**config.mk**
```make
export PLATFORM = sky130hd
export DESIGN_NAME = audio_i2s_dac_stream
export DESIGN_NICKNAME = d
export VERILOG_FILES = /design/src/rtl/audio_pkg.sv /design/src/rtl/audio_sample_fifo.sv /design/src/rtl/audio_i2s_dac_stream.sv
export SDC_FILE = /design/constraint.sdc
export NUM_CORES = 1
export LEC_CHECK = 0
export ABC_AREA = 1
export BUFFER_PORTS_ARGS = -buffer_cell sky130_fd_sc_hd__clkbuf_2
export CAP_MARGIN = 0
export CORE_ASPECT_RATIO = 1.4
export CORE_MARGIN = 4
export CORE_UTILIZATION = 30
export CTS_BUF_LIST = sky130_fd_sc_hd__clkbuf_2
export CTS_CLUSTER_DIAMETER = 120
export DETAILED_ROUTE_END_ITERATION = 10
export MAX_ROUTING_LAYER = met4
export PLACE_DENSITY_LB_ADDON = 0.25
export RECOVER_POWER = 25
export SLEW_MARGIN = 20
export SYNTH_ARGS = -nofsm -noshare
export SYNTH_HDL_FRONTEND = slang
export SYNTH_SLANG_ARGS = --single-unit
```
**constraint.sdc**
```tcl
create_clock -name clk_i -period 5.7 [get_ports clk_i]
set_clock_uncertainty 0.15 [all_clocks]
set_input_delay 0.855 -clock clk_i [delete_from_list [all_inputs] [get_ports clk_i]]
set_output_delay 0.855 -clock clk_i [all_outputs]
set_load 0.01 [all_outputs]
```
**src/rtl/audio_pkg.sv**
```systemverilog
// ---------------------------------------------------------------------------
// audio_pkg
// Shared types and constants for the WM8731 DAC stream path.
//   frame_fmt_e    : serial framing, I2S (one BCLK MSB delay) or left-justified
//   frame_state_e  : frame sequencer states of the DAC stream engine
//   SYNC_STAGES    : synchroniser depth for the codec clocks
//   UNDERRUN_CNT_W : width of the saturating underrun counter
// ---------------------------------------------------------------------------
package audio_pkg;

  typedef enum logic {
    FMT_I2S = 1'b0,
    FMT_LJ  = 1'b1
  } frame_fmt_e;

  typedef enum logic [1:0] {
    ST_IDLE  = 2'd0,
    ST_LEFT  = 2'd1,
    ST_RIGHT = 2'd2
  } frame_state_e;

  localparam int SYNC_STAGES    = 2;
  localparam int UNDERRUN_CNT_W = 16;

endpackage

```
**src/rtl/audio_sample_fifo.sv**
```systemverilog
// ---------------------------------------------------------------------------
// audio_sample_fifo
// Synchronous FIFO holding PCM frames between the sound logic and the
// serialiser. Read data is presented combinationally from the head entry.
// Ports:
//   clk_i, rst_ni   : clock, asynchronous active-low reset
//   push_i, wdata_i : write request and frame data
//   pop_i, rdata_o  : read request and head-of-queue frame
//   full_o, empty_o : occupancy flags
//   level_o         : number of stored frames (0..DEPTH)
// ---------------------------------------------------------------------------
module audio_sample_fifo #(
  parameter int WIDTH = 32,
  parameter int DEPTH = 8
) (
  input  logic                     clk_i,
  input  logic                     rst_ni,
  input  logic                     push_i,
  input  logic [WIDTH-1:0]         wdata_i,
  input  logic                     pop_i,
  output logic [WIDTH-1:0]         rdata_o,
  output logic                     full_o,
  output logic                     empty_o,
  output logic [$clog2(DEPTH):0]   level_o
);

  localparam int AW = $clog2(DEPTH);

  logic [AW:0]      wrPtr_q, rdPtr_q;
  logic [WIDTH-1:0] mem_q [DEPTH];
  logic             doPush, doPop;

  // Pointers carry one extra wrap bit, so their difference is the fill level
  assign level_o = wrPtr_q - rdPtr_q;
  assign empty_o = (wrPtr_q == rdPtr_q);
  assign full_o  = (level_o == (AW+1)'(DEPTH));

  // A push while full is only taken when a pop frees the head slot the same cycle
  assign doPop   = pop_i & ~empty_o;
  assign doPush  = push_i & (~full_o | doPop);
  assign rdata_o = mem_q[rdPtr_q[AW-1:0]];

  // Pointer registers
  always_ff @(posedge clk_i or negedge rst_ni) begin
    if (!rst_ni) begin
      wrPtr_q <= '0;
      rdPtr_q <= '0;
    end else begin
      if (doPush) wrPtr_q <= wrPtr_q + 1'b1;
      if (doPop)  rdPtr_q <= rdPtr_q + 1'b1;
    end
  end

  // Storage needs no reset: empty pointers make stale entries unreachable
  always_ff @(posedge clk_i) begin
    if (doPush) mem_q[wrPtr_q[AW-1:0]] <= wdata_i;
  end

endmodule

```
**src/rtl/audio_i2s_dac_stream.sv**
```systemverilog
// ---------------------------------------------------------------------------
// audio_i2s_dac_stream
// DAC-side stream engine for the WM8731 in slave mode: buffers PCM frames in
// a FIFO and shifts them out MSB first on AUD_DACDAT, timed by the codec's
// BCLK / DACLRCK which are synchronised into clk_i.
// Ports:
//   clk_i, rst_ni              : system clock, asynchronous active-low reset
//   s_data_i/s_valid_i/s_ready_o : frame input handshake ([DATA_W-1:0] = left/mono)
//   lj_mode_i                  : 0 = I2S, 1 = left-justified (taken at frame start)
//   mute_i                     : send zeros while still draining (taken at frame start)
//   clr_underrun_i             : clears underrun flag and counter
//   aud_bclk_i, aud_daclrck_i  : codec bit clock and LR clock (low = left)
//   aud_dacdat_o               : serial DAC data
//   fill_level_o               : frames currently buffered
//   frame_tick_o               : one-cycle pulse per frame start
//   underrun_o, underrun_cnt_o : sticky underrun flag and saturating count
// ---------------------------------------------------------------------------
module audio_i2s_dac_stream
  import audio_pkg::*;
#(
  parameter int DATA_W     = 16,
  parameter int SLOT_W     = 32,
  parameter int NUM_CH     = 2,
  parameter int FIFO_DEPTH = 8
) (
  input  logic                        clk_i,
  input  logic                        rst_ni,
  input  logic [NUM_CH*DATA_W-1:0]    s_data_i,
  input  logic                        s_valid_i,
  output logic                        s_ready_o,
  input  logic                        lj_mode_i,
  input  logic                        mute_i,
  input  logic                        clr_underrun_i,
  input  logic                        aud_bclk_i,
  input  logic                        aud_daclrck_i,
  output logic                        aud_dacdat_o,
  output logic [$clog2(FIFO_DEPTH):0] fill_level_o,
  output logic                        frame_tick_o,
  output logic                        underrun_o,
  output logic [UNDERRUN_CNT_W-1:0]   underrun_cnt_o
);

  localparam int CNT_W = $clog2(SLOT_W + 1);

  logic [SYNC_STAGES:0]        bclkSync_q, lrckSync_q;
  logic                        bclkFall, lrckFall, lrckRise;
  frame_state_e                state_q, state_d;
  logic                        frameStart, halfStart;
  logic                        fifoFull, fifoEmpty, fifoPop, fifoPush;
  logic [NUM_CH*DATA_W-1:0]    fifoRdata;
  logic [DATA_W-1:0]           leftWord, rightWord, frameL, frameR, halfWord;
  logic [DATA_W-1:0]           holdR_q;
  frame_fmt_e                  fmt_q, fmtEff;
  logic [SLOT_W-1:0]           loadVec, shift_q;
  logic [CNT_W-1:0]            bitCnt_q;
  logic                        dacDat_q, frameTick_q, underrun_q, underrunEvt;
  logic [UNDERRUN_CNT_W-1:0]   underrunCnt_q;

  // Codec clocks are async; the top flop of each chain holds the previous
  // synchronised value for edge detection. Clearing to 0 means an LRCK that
  // is low at reset release produces no false falling edge.
  always_ff @(posedge clk_i or negedge rst_ni) begin
    if (!rst_ni) begin
      bclkSync_q <= '0;
      lrckSync_q <= '0;
    end else begin
      bclkSync_q <= {bclkSync_q[SYNC_STAGES-1:0], aud_bclk_i};
      lrckSync_q <= {lrckSync_q[SYNC_STAGES-1:0], aud_daclrck_i};
    end
  end

  assign bclkFall = bclkSync_q[SYNC_STAGES] & ~bclkSync_q[SYNC_STAGES-1];
  assign lrckFall = lrckSync_q[SYNC_STAGES] & ~lrckSync_q[SYNC_STAGES-1];
  assign lrckRise = ~lrckSync_q[SYNC_STAGES] & lrckSync_q[SYNC_STAGES-1];

  // Frame sequencer: IDLE waits for the first left half so output starts
  // frame-aligned; once aligned every LRCK edge reloads, even mid-half.
  always_comb begin
    state_d    = state_q;
    frameStart = 1'b0;
    halfStart  = 1'b0;
    case (state_q)
      ST_IDLE: begin
        if (lrckFall) begin
          state_d    = ST_LEFT;
          frameStart = 1'b1;
          halfStart  = 1'b1;
        end
      end
      ST_LEFT, ST_RIGHT: begin
        if (lrckFall) begin
          state_d    = ST_LEFT;
          frameStart = 1'b1;
          halfStart  = 1'b1;
        end else if (lrckRise) begin
          state_d    = ST_RIGHT;
          halfStart  = 1'b1;
        end
      end
      default: state_d = ST_IDLE;
    endcase
  end

  assign s_ready_o   = ~fifoFull;
  assign fifoPush    = s_valid_i & s_ready_o;
  assign fifoPop     = frameStart & ~fifoEmpty;
  assign underrunEvt = frameStart & fifoEmpty;

  audio_sample_fifo #(
    .WIDTH (NUM_CH * DATA_W),
    .DEPTH (FIFO_DEPTH)
  ) u_fifo (
    .clk_i   (clk_i),
    .rst_ni  (rst_ni),
    .push_i  (fifoPush),
    .wdata_i (s_data_i),
    .pop_i   (fifoPop),
    .rdata_o (fifoRdata),
    .full_o  (fifoFull),
    .empty_o (fifoEmpty),
    .level_o (fill_level_o)
  );

  assign leftWord = fifoRdata[DATA_W-1:0];
  if (NUM_CH == 2) begin : gStereo
    assign rightWord = fifoRdata[2*DATA_W-1:DATA_W];
  end else begin : gMono
    assign rightWord = leftWord;
  end

  // Underrun and mute both substitute silence; a muted frame is still consumed
  assign frameL   = (fifoPop && !mute_i) ? leftWord  : '0;
  assign frameR   = (fifoPop && !mute_i) ? rightWord : '0;
  assign halfWord = frameStart ? frameL : holdR_q;
  assign fmtEff   = frameStart ? (lj_mode_i ? FMT_LJ : FMT_I2S) : fmt_q;
  assign loadVec  = SLOT_W'(halfWord) << (SLOT_W - DATA_W);

  // Frame state, right-word holding register and per-frame format
  always_ff @(posedge clk_i or negedge rst_ni) begin
    if (!rst_ni) begin
      state_q     <= ST_IDLE;
      holdR_q     <= '0;
      fmt_q       <= FMT_I2S;
      frameTick_q <= 1'b0;
    end else begin
      state_q     <= state_d;
      frameTick_q <= frameStart;
      if (frameStart) begin
        holdR_q <= frameR;
        fmt_q   <= fmtEff;
      end
    end
  end

  // Shift-out datapath. LJ drives the MSB in the edge cycle itself; I2S
  // drives 0 there so the MSB lands one BCLK later. After SLOT_W bits the
  // line idles low until the next LRCK edge.
  always_ff @(posedge clk_i or negedge rst_ni) begin
    if (!rst_ni) begin
      shift_q  <= '0;
      bitCnt_q <= '0;
      dacDat_q <= 1'b0;
    end else if (halfStart) begin
      if (fmtEff == FMT_LJ) begin
        dacDat_q <= loadVec[SLOT_W-1];
        shift_q  <= loadVec << 1;
        bitCnt_q <= CNT_W'(1);
      end else begin
        dacDat_q <= 1'b0;
        shift_q  <= loadVec;
        bitCnt_q <= '0;
      end
    end else if (state_q != ST_IDLE && bclkFall) begin
      if (bitCnt_q < CNT_W'(SLOT_W)) begin
        dacDat_q <= shift_q[SLOT_W-1];
        shift_q  <= shift_q << 1;
        bitCnt_q <= bitCnt_q + 1'b1;
      end else begin
        dacDat_q <= 1'b0;
      end
    end
  end

  // Underrun accounting; a clear coincident with an underrun still counts it
  always_ff @(posedge clk_i or negedge rst_ni) begin
    if (!rst_ni) begin
      underrun_q    <= 1'b0;
      underrunCnt_q <= '0;
    end else if (clr_underrun_i) begin
      underrun_q    <= underrunEvt;
      underrunCnt_q <= underrunEvt ? UNDERRUN_CNT_W'(1) : '0;
    end else if (underrunEvt) begin
      underrun_q <= 1'b1;
      if (underrunCnt_q != '1) underrunCnt_q <= underrunCnt_q + 1'b1;
    end
  end

  assign aud_dacdat_o   = dacDat_q;
  assign frame_tick_o   = frameTick_q;
  assign underrun_o     = underrun_q;
  assign underrun_cnt_o = underrunCnt_q;

endmodule

```
# Word-level counts from Yosys, hierarchy flattened
# Memory sizes are Yosys's and may differ from the RTL's.
# Cells that the tools add are included.
# W data, S select, Z words.
classes:
  n_addsub: 5
  reduce_logical: 14
  n_bitwise: 14
  mux: 34
  eq_ne: 7
  magnitude_cmp: 1
ops:
  columns: ["cell", "count"]
  rows:
  - ["$mux W32", 4]
  - ["$mux W16", 6]
  - ["$mux W6", 3]
  - ["$add A16 B1 Y16 const B", 1]
  - ["$mux W1", 16]
  - ["$ne A16 B16 Y1 const B", 1]
  - ["$reduce_bool A2 Y1", 5]
  - ["$add A4 B1 Y4 const B", 2]
  - ["$and A1 B1 Y1", 8]
  - ["$add A6 B1 Y6 const B", 1]
  - ["$lt A6 B6 Y1 const B", 1]
  - ["$mux W2", 3]
  - ["$reduce_and A2 Y1", 3]
  - ["$not A1 Y1", 5]
  - ["$eq A4 B4 Y1", 1]
  - ["$eq A4 B4 Y1 const B", 1]
  - ["$pmux W2 S2", 1]
  - ["$sub A4 B4 Y4", 1]
  - ["$ne A3 B3 Y1 const B", 1]
  - ["$reduce_or A3 Y1", 1]
  - ["$eq A2 B1 Y1 const B", 1]
  - ["$eq A2 B2 Y1 const B", 1]
  - ["$logic_and A1 B1 Y1", 2]
  - ["$logic_not A2 Y1", 1]
  - ["other kinds (5)", 5]
word_totals:
  mem_bits_rw: 256
  in_bits: 40
  reg_bits: 90
  output_inout_bits: 24
  mem_count: 1
  word_cells: 89
mem_list:
  columns: ["memory", "depth", "width", "rd", "rd_ports_with_merged_regs", "wr", "line_no", "rtl"]
  rows:
  - ["u_fifo.mem_q", 8, 32, 1, 0, 1, "audio_sample_fifo.sv:30", "logic [WIDTH-1:0] mem_q [DEPTH];"]

# Logic depth before layout (Yosys ltp)
# Gate-level depths: netlist (run 1).
depth:
  ltp_word: 10
  mapped_depth: 17
  mapped_depth_nobuf: 14

# Cells and area by module
# A second synthesis (run 1) with hierarchy kept.
hier_totals:
  cells_unflattened: 1314
  hier_area_um2: 14153.6
modules_own_cells:
  columns: ["mod", "seq_area_each_um2", "cells_each", "area_per_inst_um2", "n_inst"]
  rows:
  - ["audio_sample_fifo", 7887.6, 839, 10525.1, 1]
  - ["audio_i2s_dac_stream", 1651.6, 475, 3628.5, 1]

# Least setup slack after synthesis (run 1)
# OpenSTA, ideal clock, no wires.
synth_timing:
  kind: "register -> register"
  startpoint: "reg u_fifo.rdPtr_q[2]"
  endpoint: "mem u_fifo.mem_q[6][0], enable pin"
  stages_incl_launch_ff: 13
  setup_ns: 0.461
  path_slack_ns: 0.724
  arrival_ns: 4.364
  cell_sequence: "dfrtp_1 > clkbuf_2 > clkinv_1 > buf_2 > buf_2 > ha_1 > xnor2_1 > nor3_1 > nand2_1 > nand2_1 > inv_1 > nand2_1 > nor3_1"
synth_between:
  word_cells_on_any_way: 12
  classes_between: "add/sub: 1; eq/ne: 2; mux: 2; bitwise: 7"
synth_lines:
  columns: ["item", "line_no", "rtl"]
  rows:
  - ["start: declaration", "audio_sample_fifo.sv:29", "logic [AW:0] wrPtr_q, rdPtr_q;"]
  - ["start signal: assignment", "audio_sample_fifo.sv:50", "if (doPop) rdPtr_q <= rdPtr_q + 1'b1;"]
  - ["$sub A4 B4 Y4 *", "audio_sample_fifo.sv:34", "assign level_o = wrPtr_q - rdPtr_q;"]
  - ["net fill_level_o[2]", "audio_i2s_dac_stream.sv:37", "output logic [$clog2(FIFO_DEPTH):0] fill_level_o,"]
  - ["$eq A4 B4 Y1 *", "audio_sample_fifo.sv:36", "assign full_o = (level_o == (AW+1)'(DEPTH));"]
  - ["$not A1 Y1 *", "audio_i2s_dac_stream.sv:104", "assign s_ready_o = ~fifoFull;"]
  - ["net s_ready_o", "audio_i2s_dac_stream.sv:30", "output logic s_ready_o,"]
  - ["$and A1 B1 Y1 or $or A1 B1 Y1 (tied branches)", "audio_i2s_dac_stream.sv:105, audio_sample_fifo.sv:40", null]
  - ["$and A1 B1 Y1 *", "audio_sample_fifo.sv:40", "assign doPush = push_i & (~full_o | doPop);"]
  - ["$mux W1 *", "audio_sample_fifo.sv:56", "if (doPush) mem_q[wrPtr_q[AW-1:0]] <= wdata_i;"]
  - ["$mux W1 (not written as such) *", "audio_sample_fifo.sv:56", null]
  - ["end: declaration", "audio_sample_fifo.sv:30", null]
# The timed path passes the listed nets; every way through them passes the cells marked *.

# Worst setup path in the final report (run 1)
layout_timing:
  startpoint: "reg u_fifo.wrPtr_q[0]"
  endpoint: "out s_ready_o"
layout_between:
  elab_chain_len: 3
layout_lines:
  columns: ["item", "line_no", "rtl"]
  rows:
  - ["start: declaration", "audio_sample_fifo.sv:29", null]
  - ["start signal: assignment", "audio_sample_fifo.sv:49", "if (doPush) wrPtr_q <= wrPtr_q + 1'b1;"]
  - ["$sub A4 B4 Y4", "audio_sample_fifo.sv:34", null]
  - ["$eq A4 B4 Y1", "audio_sample_fifo.sv:36", null]
  - ["$not A1 Y1", "audio_i2s_dac_stream.sv:104", null]
  - ["end: declaration", "audio_i2s_dac_stream.sv:30", null]
# No other way between the ends.

==> implementation parameters, run 1 <==
Parameter                              Value

Run status
  Status ... finished clean

Routing
  Post-route DRC violation count ... 0
  First drt pass iteration count ... 5
  Vias after detailed routing ... 9,786
  Antenna Violating Nets Remaining ... 0
  Final wirelength ... 36.7 mm
  Drt wl/cell ... 17.6 microns
  DR iter-0 viols ... 493
  Drt via density ... 4.69

Synth
  Yosys cell types ... 44
  Share of synthesized area spent on multiplexers ... 0
  Proportion of synthesized chip area in sequential cells ... 0.676
  Post-synthesis area per instance ... 11.2 sq um
  Compound-Gate Fraction of Synth Area ... 0.0706
  YS warnings ... 0
  Post-synthesis instance area ... 14,100 sq um
  Fraction of the mapped netlist area in adder cells ... 0.0112
  Library cell occupying the most area in the post-synthesis netlist ... sky130_fd_sc_hd__edfxtp_1
  Main combinational cell family by area after synthesis ... simple AND/OR/NAND/NOR gates
  Synthesized net count ... 1,317
  Parity-gate share of the synthesized area counting xor and xnor cells ... 0.00807
  Share of synthesized cell area in and, or, nand and nor gates ... 0.185
  Number of synthesized register bits ... 330
  Portion of synthesized cell area occupied by the leading cell type ... 0.545
  Synthesized instance count ... 1,265
  Synth area leaders ... sky130_fd_sc_hd__edfxtp_1, sky130_fd_sc_hd__dfrtp_1, sky130_fd_sc_hd__nand2_1

Clock network
  Resized cells post-CTS ... 0
  CTS tree ... built
  Number of clock sinks ... 330
  CTS root buffer ... sky130_fd_sc_hd__clkbuf_2
  Number of buffers created by CTS ... 80
  Clock-pin slew reported for the worst setup and hold paths after clock tree synthesis ... 0.11 ns
  Post-cts hold buffer count ... 38
  H-tree levels ... 3
  Number of post-CTS setup repair buffers ... 0
  Worst-Skew Late Latency ... 0.98 ns
  Max Buffers Root-to-Sink ... 3

Final layout
  Net total in the final layout ... 1,456
  Area occupied by multi-input gates ... 3940 sq um
  Layout Utilization ... 0.350
  Total area of sequential cells ... 9540 sq um
  Final non-filler cell area ... 16,200 sq um
  Fill cells ... 4,727
  Fraction of final layout cells sized beyond drive strength 1 ... 0.177
  Layout overhead on the synthesized area ... 14.8%

Hold path
  Hold Crit Class ... input port to flip-flop

Global routing
  First-pass GRT wire length ... 56.4 mm
  GR Util met3 ... 0.0292
  Met2 usage ... 0.255
  Gr busiest metal ... met2
  GRT Overall Usage ... 0.148
  Antenna violations before repair ... 1
  Pin count of the biggest net entering global routing ... 80
  Routing usage on met1 ... 0.168
  Total congestion overflow ... 0
  Via count of the first global-routing pass ... 9,978

Worst setup path
  CP bufs+invs ... 3
  CP endpoint kind ... primary output
  Slowest library cell on the worst path ... sky130_fd_sc_hd__fa_1
  Cell-by-cell trace of the critical path ... inv_1 -> ha_1 -> fa_1 -> inv_1 -> nor3_1 -> nand2_1 -> clkbuf_2
  Longest individual stage delay on the worst path ... 0.48 ns
  Top cell family by delay on the critical path ... adder cells
  Most frequent cell on the critical path ... sky130_fd_sc_hd__inv_1
  Critical Path Start Type ... flip-flop
  Maximum fanout along the worst path ... 5
  Worst EP required ... 4.70 ns
  Crit Path Category ... flip-flop to primary output
  Endpoint arrival time on the critical path ... 2.70 ns

Floorplan
  Die W ... 191 microns
  Floorplan die area ... 50,600 sq um
  Effective utilization at floorplan ... 0.305
  Number of cell rows ... 93
  Core footprint ... 46,300 sq um
  Number of ports placed on the die boundary ... 64
  Die Ht ... 265 microns

Timing
  Hold violation count in the final report ... 0
  Final setup violating endpoints ... 0
  Slew of the pin with the lowest slew margin ... 0.863 ns
  RSZ-0062 raised after global routing ... false
  Slew Limit Headroom ... 0.425
  Setup tns final ... 0 ns
  Maximum clock frequency ... 270 MHz
  Final period util ... 0.650
  Minimum clock period after layout ... 3.71 ns
  Number of pins with negative max-slew slack in the final report ... 0

Power
  Total Power ... 7.51 mW
  P per Cell Area ... 464 nW/um^2
  Worst IR drop on VDD ... 0.264 mV
  Leakage power total ... 6.26 nW

Place
  IO buf count ... 63
  Final GP Congestion ... 0.807
  Half-perimeter wire length after detailed placement ... 21.3 mm
  Placed cell area ... 15,100 sq um

Job
  Max Cap Viol ... 0
cell families (layout without fill, tap and decap cells):
family / count (synthesis) / in the layout
compound gates: 169 / 169
xor+xnor: 13 / 13
fa+ha+maj: 12 / 12
buf+inv: 153 / 357
flops: 330 / 330
other cells: 0 / 2
simple gates: 588 / 588
sequential cells by signal, summed over array words and instances, names as in the netlist:
name	count
u_fifo.mem_q	256
holdR_q	16
shift_q	16
underrun_cnt_o	16
bitCnt_q	6
u_fifo.rdPtr_q	4
u_fifo.wrPtr_q	4
bclkSync_q	3
lrckSync_q	3
state_q	2
aud_dacdat_o	1
fmt_q	1
frame_tick_o	1
underrun_o	1
worst reg2reg max path: stages, from the launching register on:
cell                      delay (ns)
sky130_fd_sc_hd__dfrtp_1        0.44
sky130_fd_sc_hd__inv_1          0.10
sky130_fd_sc_hd__ha_1           0.21
sky130_fd_sc_hd__fa_1           0.38
sky130_fd_sc_hd__xnor2_1        0.21
sky130_fd_sc_hd__nor3_1         0.07
sky130_fd_sc_hd__nand2_1        0.10
sky130_fd_sc_hd__nand2_1        0.12
sky130_fd_sc_hd__inv_1          0.14
sky130_fd_sc_hd__nand2_1        0.24
sky130_fd_sc_hd__nor2_4         0.66
sky130_fd_sc_hd__buf_4          0.39
per-layer routing:
layer  part of all wire  vias to the layer above
li1                   -                     4685
met1               0.40                     4767
met2               0.52                      247
met3              0.043                       87
met4              0.033                        0
met5                  0                        -
cells in the final DEF (no fill, tap or decap), types with 3 or more instances in the layout:
master	instances
sky130_fd_sc_hd__buf_4	19
sky130_fd_sc_hd__dfrtp_1	72
sky130_fd_sc_hd__clkinv_1	18
sky130_fd_sc_hd__clkinv_2	6
sky130_fd_sc_hd__o21ai_0	106
sky130_fd_sc_hd__nand2_1	211
sky130_fd_sc_hd__dlygate4sd3_1	38
sky130_fd_sc_hd__clkbuf_1	24
sky130_fd_sc_hd__nor2_1	178
sky130_fd_sc_hd__xor2_1	11
sky130_fd_sc_hd__o221ai_1	32
sky130_fd_sc_hd__clkinvlp_4	4
sky130_fd_sc_hd__o31ai_1	3
sky130_fd_sc_hd__ha_1	11
sky130_fd_sc_hd__or2_0	3
sky130_fd_sc_hd__inv_1	82
sky130_fd_sc_hd__clkbuf_2	154
sky130_fd_sc_hd__nand2_2	3
sky130_fd_sc_hd__edfxtp_1	256
sky130_fd_sc_hd__or2_2	39
sky130_fd_sc_hd__inv_2	6
sky130_fd_sc_hd__o21ai_1	13
sky130_fd_sc_hd__nand4_1	10
sky130_fd_sc_hd__nor3_1	8
sky130_fd_sc_hd__a21oi_1	8
sky130_fd_sc_hd__nand3_1	114
sky130_fd_sc_hd__nor2_4	9
synthesized netlist by cell type (all sizes together):
cell type and instances:
o221ai 32, nor4 2, xor2 11, clkbuf 23, a22oi 1, xnor2 2, dfrtp 74, clkinv 1
o22ai 1, nand4 10, nor3 10, a22o 1, fa 1, nor2 189, buf 40, o21ai 121
nor3b 1, nand3b 1, nand3 115, ha 11, edfxtp 256, or2 44, inv 89, o32ai 1
o31ai 3, a31o 1, nand2 216, a21oi 8
area by class of cell:
cell class / count / area share
Sequential cell: 330 / 0.589
Multi-Input combinational cell: 782 / 0.243
Timing Repair Buffer: 120 / 0.0503
Tap cell: 617 / 0.0477
Clock buffer: 116 / 0.0358
Inverter: 90 / 0.0209
Clock inverter: 31 / 0.0127
Antenna cell: 2 / 0.000309
where the power goes:
part	leakage, nW	switching [mW]	internal [mW]
sequential	3.27	0.157	3.07
combinational	2.42	1.86	0.784
clock	0.570	0.984	0.653
total	6.26	3.00	4.51
metrics by stage:
step                      instances  hold slack (ns)  worst slack (ns)
after floorplan                1265            0.181             0.724
after global placement         1901            0.191              2.29
after detailed placement       1901            0.196              2.18
after CTS                      2086           0.0774              1.84
after global routing           2087            0.151              1.75
final                          2088            0.208              1.99
final timing paths:
check / start / to / slack (ns) / depth (start not counted)
setup / recovery: u_fifo.wrPtr_q[0] / s_ready_o / 1.99 / 7
hold reg to reg: lrckSync_q[0] / lrckSync_q[1] / 0.23 / 0
hold / removal: mute_i / holdR_q[5] / 0.21 / 4
max in group asynchronous: rst_ni / u_fifo.rdPtr_q[0] / 4.48 / 2
setup reg to reg: u_fifo.wrPtr_q[0] / u_fifo.mem_q[0][5] / 2.15 / 11
min in group asynchronous: rst_ni / bclkSync_q[0] / 0.34 / 2
Power figures use the tool's default switching activity.
==> inputs of run 2 (changes only) <==
==> constraint.sdc (replaced) <==
create_clock -name clk_i -period 3.25 [get_ports clk_i]
set_clock_uncertainty 0.15 [all_clocks]
set_input_delay 0.4875 -clock clk_i [delete_from_list [all_inputs] [get_ports clk_i]]
set_output_delay 0.4875 -clock clk_i [all_outputs]
set_load 0.01 [all_outputs]
==> run 2 against run 1 <==
Against the previous run:
- the flow now finishes with violations (negative setup slack)
- count of clock-buffer cells in the layout increased by 15
- first-iteration DRC count increased by 25%
- non-clock buffer count increased by 23
- sequential power increased by 74%
- final area increased by 2.6%
- sequential share of layout area decreased by 1.5 points
- clock power increased by 76%
- core utilization increased by 0.92 points
- critical path depth unchanged
- global-route usage about the same
- critical endpoint unchanged
- largest power group unchanged
- highest routed layer unchanged
==> implementation parameters, run 2 (same netlist as run 1, synthesis figures left out) <==
Parameter                              Value

Floorplan
  Core footprint ... 46,300 sq um
  Floorplan die area ... 50,600 sq um
  Die Ht ... 265 microns
  Effective utilization at floorplan ... 0.305
  Die W ... 191 microns
  Number of cell rows ... 93
  Number of ports placed on the die boundary ... 64

Routing
  Antenna Violating Nets Remaining ... 0
  DR iter-0 viols ... 618
  Post-route DRC violation count ... 0
  Drt wl/cell ... 17.3 microns
  Final wirelength ... 36.6 mm
  Vias after detailed routing ... 9,830
  First drt pass iteration count ... 5
  Drt via density ... 4.65

Clock network
  CTS tree ... built
  Worst-Skew Late Latency ... 0.97 ns
  Clock-pin slew reported for the worst setup and hold paths after clock tree synthesis ... 0.11 ns
  Number of clock sinks ... 330
  CTS root buffer ... sky130_fd_sc_hd__clkbuf_2
  Number of buffers created by CTS ... 82
  Max Buffers Root-to-Sink ... 3
  H-tree levels ... 3

Timing
  Hold violation count in the final report ... 0
  RSZ-0062 raised after global routing ... true
  Maximum clock frequency ... 298 MHz
  Final period util ... 1.03
  Slew Limit Headroom ... 0.389
  Number of pins with negative max-slew slack in the final report ... 0
  Slew of the pin with the lowest slew margin ... 0.917 ns
  Min setup slack post-route ... -0.101 ns
  Minimum clock period after layout ... 3.35 ns
  Final setup violating endpoints ... 1

Global routing
  First-pass GRT wire length ... 56.6 mm
  Via count of the first global-routing pass ... 10,050
  GRT Overall Usage ... 0.148
  Pin count of the biggest net entering global routing ... 75
  Antenna violations before repair ... 1
  Total congestion overflow ... 0

Worst setup path
  CP bufs+invs ... 3
  Minimum setup slack among reg-to-reg paths ... 0.13 ns
  Number of cells on the worst reg-to-reg path ... 11
  Worst EP required ... 2.61 ns
  Endpoint of the worst-slack reg-to-reg timing path ... u_fifo.mem_q[4][14]
  Longest individual stage delay on the worst path ... 0.53 ns
  Worst r2r src ... u_fifo.rdPtr_q[0]
  Endpoint arrival time on the critical path ... 2.71 ns
  Top cell family by delay on the critical path ... adder cells
  Cell-by-cell trace of the critical path ... ha_4 -> fa_2 -> inv_2 -> nor3_4 -> nand2_2 -> buf_6 -> buf_6
  Most frequent cell on the critical path ... sky130_fd_sc_hd__buf_6
  Maximum fanout along the worst path ... 2
  Crit Path Category ... flip-flop to primary output
  Slowest library cell on the worst path ... sky130_fd_sc_hd__fa_2
  CP endpoint kind ... primary output
  Critical Path Start Type ... flip-flop

Place
  Placed cells ... 1,915
  Half-perimeter wire length after detailed placement ... 21.7 mm
  Final GP Congestion ... 0.816
  IO buf count ... 63

Run status
  Status ... finished with violations
  Violated checks ... negative setup slack

Hold path
  Hold Crit Class ... input port to flip-flop
  Number of cells on the worst hold path ... 3
  Hold-critical path endpoint ... underrun_cnt_o[7]
  Hold_sp ... clr_underrun_i

Final layout
  Net total in the final layout ... 1,483
  Leading cell type in the layout, fill and taps excluded ... sky130_fd_sc_hd__edfxtp_1
  Layout overhead on the synthesized area ... 17.8%
  Layout Utilization ... 0.359
  Flip-flop count of the largest register after layout ... 256
  Non-filler instance count after layout ... 2,115
  Fraction of final layout cells sized beyond drive strength 1 ... 0.200
  Most frequent cells in the layout ... sky130_fd_sc_hd__edfxtp_1, sky130_fd_sc_hd__nand2_1, sky130_fd_sc_hd__nor2_1

Job
  Max Cap Viol ... 0

Power
  Leakage power total ... 6.45 nW
  Worst IR drop on VDD ... 0.372 mV
  P per Cell Area ... 822 nW/um^2
==> run 2: power breakdown <==
part	internal, mW	switching (mW)
clock	1.22	1.68
combinational	1.70	3.42
sequential	5.39	0.242
==> run 2: metal layers <==
layer	up-vias	track usage	wire length (microns)
met2	213	0.251	18900
li1	4743	-	-
met5	-	-	0
met3	82	0.0321	1540
met4	0	0.0649	1390
met1	4792	0.167	14700
==> run 2: area by class of cell <==
class / count / area, sq um
tap: 617 / 772
inverter: 90 / 344
antenna: 1 / 2.50
multi-input combinational: 784 / 4050
fill: 4774 / 29700
clock inverter: 19 / 135
clock buffer: 131 / 656
timing repair buffer: 143 / 1120
sequential: 330 / 9540
==> run 2: how the worst max path moves through the flow <==
stage,start,end,cells after the start
CTS,u_fifo.rdPtr_q[0],s_ready_o,7
global route,u_fifo.rdPtr_q[0],s_ready_o,7
finish,u_fifo.rdPtr_q[0],s_ready_o,7
detailed placement,u_fifo.rdPtr_q[0],u_fifo.mem_q[4][5],10
floorplan,u_fifo.rdPtr_q[2],u_fifo.mem_q[6][0],13
global placement,u_fifo.rdPtr_q[0],u_fifo.mem_q[3][2],9
==> run 2: timing repair <==
item,4_1_cts,5_1_grt
hold buffers,43,0
endpoints found under the hold margin,428,0
pin swaps,5,8
gates cloned,1,1
gates resized for setup,6,6
buffers inserted,2,3
endpoints found under the setup margin,9,30
==> run 2: per-stage QoR <==
step / setup slack [ns] / total power [mW] / setup TNS, ns / area [sq um] / hold WS [ns]
final: -0.101 / 13.7 / -0.101 / 16600 / 0.204
after global placement: -0.00841 / 10.6 / -0.199 / 15200 / 0.194
after detailed placement: -0.0244 / 10.6 / -0.170 / 15300 / 0.191
after global routing: -0.275 / 14.7 / -0.275 / 16600 / 0.108
after floorplan: 0.0112 / 9.11 / 0 / 14300 / 0.0419
after CTS: -0.192 / 13.8 / -0.192 / 16600 / 0.0367
==> run 2: worst register-to-register path, cell delays in order (launching register included) <==
cell and delay (ns):
sky130_fd_sc_hd__dfrtp_4 0.50, sky130_fd_sc_hd__ha_4 0.17, sky130_fd_sc_hd__fa_2 0.38, sky130_fd_sc_hd__xnor2_4 0.20, sky130_fd_sc_hd__nor3_4 0.05, sky130_fd_sc_hd__nand2_2 0.08
sky130_fd_sc_hd__buf_4 0.11, sky130_fd_sc_hd__nand2_2 0.06, sky130_fd_sc_hd__inv_2 0.08, sky130_fd_sc_hd__nand2_4 0.14, sky130_fd_sc_hd__nor2_4 0.59, sky130_fd_sc_hd__buf_4 0.29
==> inputs of run 3 (changes only) <==
--- a/config.mk
+++ b/config.mk
@@ -17,6 +17,7 @@
 export MAX_ROUTING_LAYER = met4
 export PLACE_DENSITY_LB_ADDON = 0.25
 export RECOVER_POWER = 25
+export SKIP_LAST_GASP = 1
 export SLEW_MARGIN = 20
 export SYNTH_ARGS = -nofsm -noshare
 export SYNTH_HDL_FRONTEND = slang
==> constraint.sdc (replaced) <==
create_clock -name clk_i -period 4.2 [get_ports clk_i]
set_clock_uncertainty 0.15 [all_clocks]
set_input_delay 0.63 -clock clk_i [delete_from_list [all_inputs] [get_ports clk_i]]
set_output_delay 0.63 -clock clk_i [all_outputs]
set_load 0.01 [all_outputs]
==> run 3 against run 2 <==
Against the previous run:
- global-route usage shrank 0.21 points
- highest routed layer unchanged
- sequential power is 22% lower
- critical path depth unchanged
- first-iteration DRC count down 4.5%
- clock power fell by 19%
- count of clock-buffer cells in the layout is 19 lower
- routed wire length shrank 1.6%
- the run now ends clean
- core utilization fell by 0.66 points
- register-to-register slack improved by 0.77 ns
- setup slack gained 0.89 ns
==> implementation parameters, run 3 (same netlist as run 1, synthesis figures left out) <==
Parameter                              Value

Run status
  Status ... finished clean

Clock network
  Worst-Skew Late Latency ... 0.96 ns
  Resized cells post-CTS ... 0
  Number of clock sinks ... 330
  H-tree levels ... 3
  Number of post-CTS setup repair buffers ... 0
  Max Buffers Root-to-Sink ... 3
  CTS tree ... built
  Clock-pin slew reported for the worst setup and hold paths after clock tree synthesis ... 0.12 ns
  Number of buffers created by CTS ... 83
  CTS root buffer ... sky130_fd_sc_hd__clkbuf_2

Timing
  RSZ-0062 raised after global routing ... false
  Setup tns final ... 0 ns
  Min setup slack post-route ... 0.784 ns
  Slew Limit Headroom ... 0.509
  Hold violation count in the final report ... 0
  Minimum clock period after layout ... 3.42 ns
  Final period util ... 0.813
  Number of pins with negative max-slew slack in the final report ... 0
  Final setup violating endpoints ... 0
  Hold Slack ... 0.111 ns
  Slew of the pin with the lowest slew margin ... 0.737 ns
  Maximum clock frequency ... 293 MHz

Power
  Worst IR drop on VDD ... 0.365 mV
  Part of the power in the clock network ... 0.226
  Total Power ... 10.3 mW
  Switching share of power ... 0.392
  Sequential cell fraction of total power ... 0.427
  P per Cell Area ... 631 nW/um^2
  Switching component of the power ... 4.03 mW
  Internal cell power ... 6.26 mW
  Comb power frac ... 0.347
  Leakage power total ... 6.31 nW

Final layout
  Layout overhead on the synthesized area ... 15.6%
  Fraction of final layout cells sized beyond drive strength 1 ... 0.175
  Leading cell type in the layout, fill and taps excluded ... sky130_fd_sc_hd__edfxtp_1
  Flip-flop count of the largest register after layout ... 256
  Most frequent cells in the layout ... sky130_fd_sc_hd__edfxtp_1, sky130_fd_sc_hd__nand2_1, sky130_fd_sc_hd__nor2_1
  Fill cells ... 4,753
  Non-filler instance count after layout ... 2,094
  Net total in the final layout ... 1,463

Worst setup path
  CP endpoint kind ... primary output
  Endpoint of the worst-slack reg-to-reg timing path ... u_fifo.mem_q[0][0]
  Number of cells on the worst reg-to-reg path ... 11
  Worst EP required ... 3.42 ns
  Worst r2r src ... u_fifo.wrPtr_q[0]
  Endpoint arrival time on the critical path ... 2.64 ns
  Minimum setup slack among reg-to-reg paths ... 0.90 ns
  Critical Path Start Type ... flip-flop
  Maximum fanout along the worst path ... 5
  Crit Path Category ... flip-flop to primary output

Routing
  First drt pass iteration count ... 5
  Post-route DRC violation count ... 0
  Vias after detailed routing ... 9,675
  Final wirelength ... 36.0 mm
  Drt via density ... 4.62
  DR iter-0 viols ... 590
  Antenna Violating Nets Remaining ... 0
  Drt wl/cell ... 17.2 microns

Global routing
  Pin count of the biggest net entering global routing ... 78
  Via count of the first global-routing pass ... 9,783
  GRT Overall Usage ... 0.146
  First-pass GRT wire length ... 55.9 mm
  Total congestion overflow ... 0
  Antenna violations before repair ... 1

Place
  IO buf count ... 63
  Half-perimeter wire length after detailed placement ... 21.9 mm
  Placed cells ... 1,904
  Final GP Congestion ... 0.847
  Pre-CTS worst setup slack ... 0.930 ns

Job
  Max Cap Viol ... 0

Floorplan
  Number of cell rows ... 93
  Floorplan die area ... 50,600 sq um
  Die W ... 191 microns
  Core footprint ... 46,300 sq um
  Effective utilization at floorplan ... 0.305
  Number of ports placed on the die boundary ... 64
  Die Ht ... 265 microns

Hold path
  Hold Crit Class ... input port to asynchronous set/reset pin
run 3: cell count changes in the layout (fill, tap and decap cells not counted), sizes merged:
cell / before / now
nor2: 191 / 189
clkbuf: 192 / 174
buf: 40 / 23
dlygate4sd3: 42 / 39
clkinvlp: 1 / 2
inv: 88 / 89
clkinv: 18 / 33
bufinv: 2 / 4
run 3: power by group through the flow:
| stage | Sequential [mW] | Combinational, mW | Clock, mW |
|---|---|---|---|
| floorplan | 4.40 | 2.51 | 0 |
| global placement | 4.45 | 3.59 | 0 |
| detailed placement | 4.46 | 3.61 | 0 |
| CTS | 4.39 | 3.65 | 2.44 |
| global route | 4.45 | 4.03 | 2.61 |
| finish | 4.39 | 3.57 | 2.33 |
run 3: worst max path at each step:
stage	depth (start not counted)	end	startpoint	slack, ns
after detailed placement	10	u_fifo.mem_q[0][2]	u_fifo.rdPtr_q[0]	0.93
after global placement	11	u_fifo.mem_q[0][6]	u_fifo.rdPtr_q[1]	1.02
final	7	s_ready_o	u_fifo.wrPtr_q[0]	0.78
after CTS	6	s_ready_o	u_fifo.rdPtr_q[0]	0.62
after floorplan	12	u_fifo.mem_q[0][0]	u_fifo.rdPtr_q[2]	0.1
after global routing	7	s_ready_o	u_fifo.wrPtr_q[0]	0.55
run 3: cell type report:
type                    count  area [sq um]  share of cell area
inverters                  90           339              0.0208
flip-flops and latches    330          9540               0.585
clock inverters            38           274              0.0168
multi-input cells         782          3940               0.242
clock buffers             112           561              0.0344
well taps                 617           772              0.0473
diodes                      1          2.50            0.000153
repair buffers            124           880              0.0539
run 3: critical path, stage by stage, from the launching register on:
cell and delay (ns):
sky130_fd_sc_hd__dfrtp_1 0.44, sky130_fd_sc_hd__inv_1 0.08, sky130_fd_sc_hd__ha_1 0.20, sky130_fd_sc_hd__fa_1 0.48
sky130_fd_sc_hd__inv_1 0.06, sky130_fd_sc_hd__nor3_1 0.18, sky130_fd_sc_hd__nand2_1 0.10, sky130_fd_sc_hd__clkbuf_2 0.16
run 3: what timing repair did:
item | 4_1_cts | 5_1_grt
hold buffers | 39 | 0
endpoints found under the hold margin | 364 | 0
setup endpoints to repair | 0 | 0
run 3: through the flow:
step                      cell area, sq um  utilization
after floorplan                      14100            -
after global placement               15100        0.326
after detailed placement             15100        0.326
after CTS                            16300        0.353
after global routing                 16300        0.352
final                                16300        0.352
run 3: per-layer routing:
metal / vias to the layer above / GRT usage / part of all wire
met2: 211 / 0.254 / 0.52
met3: 54 / 0.0294 / 0.043
met4: 0 / 0.0548 / 0.024
li1: 4708 / - / -
met5: - / - / 0
met1: 4702 / 0.165 / 0.41
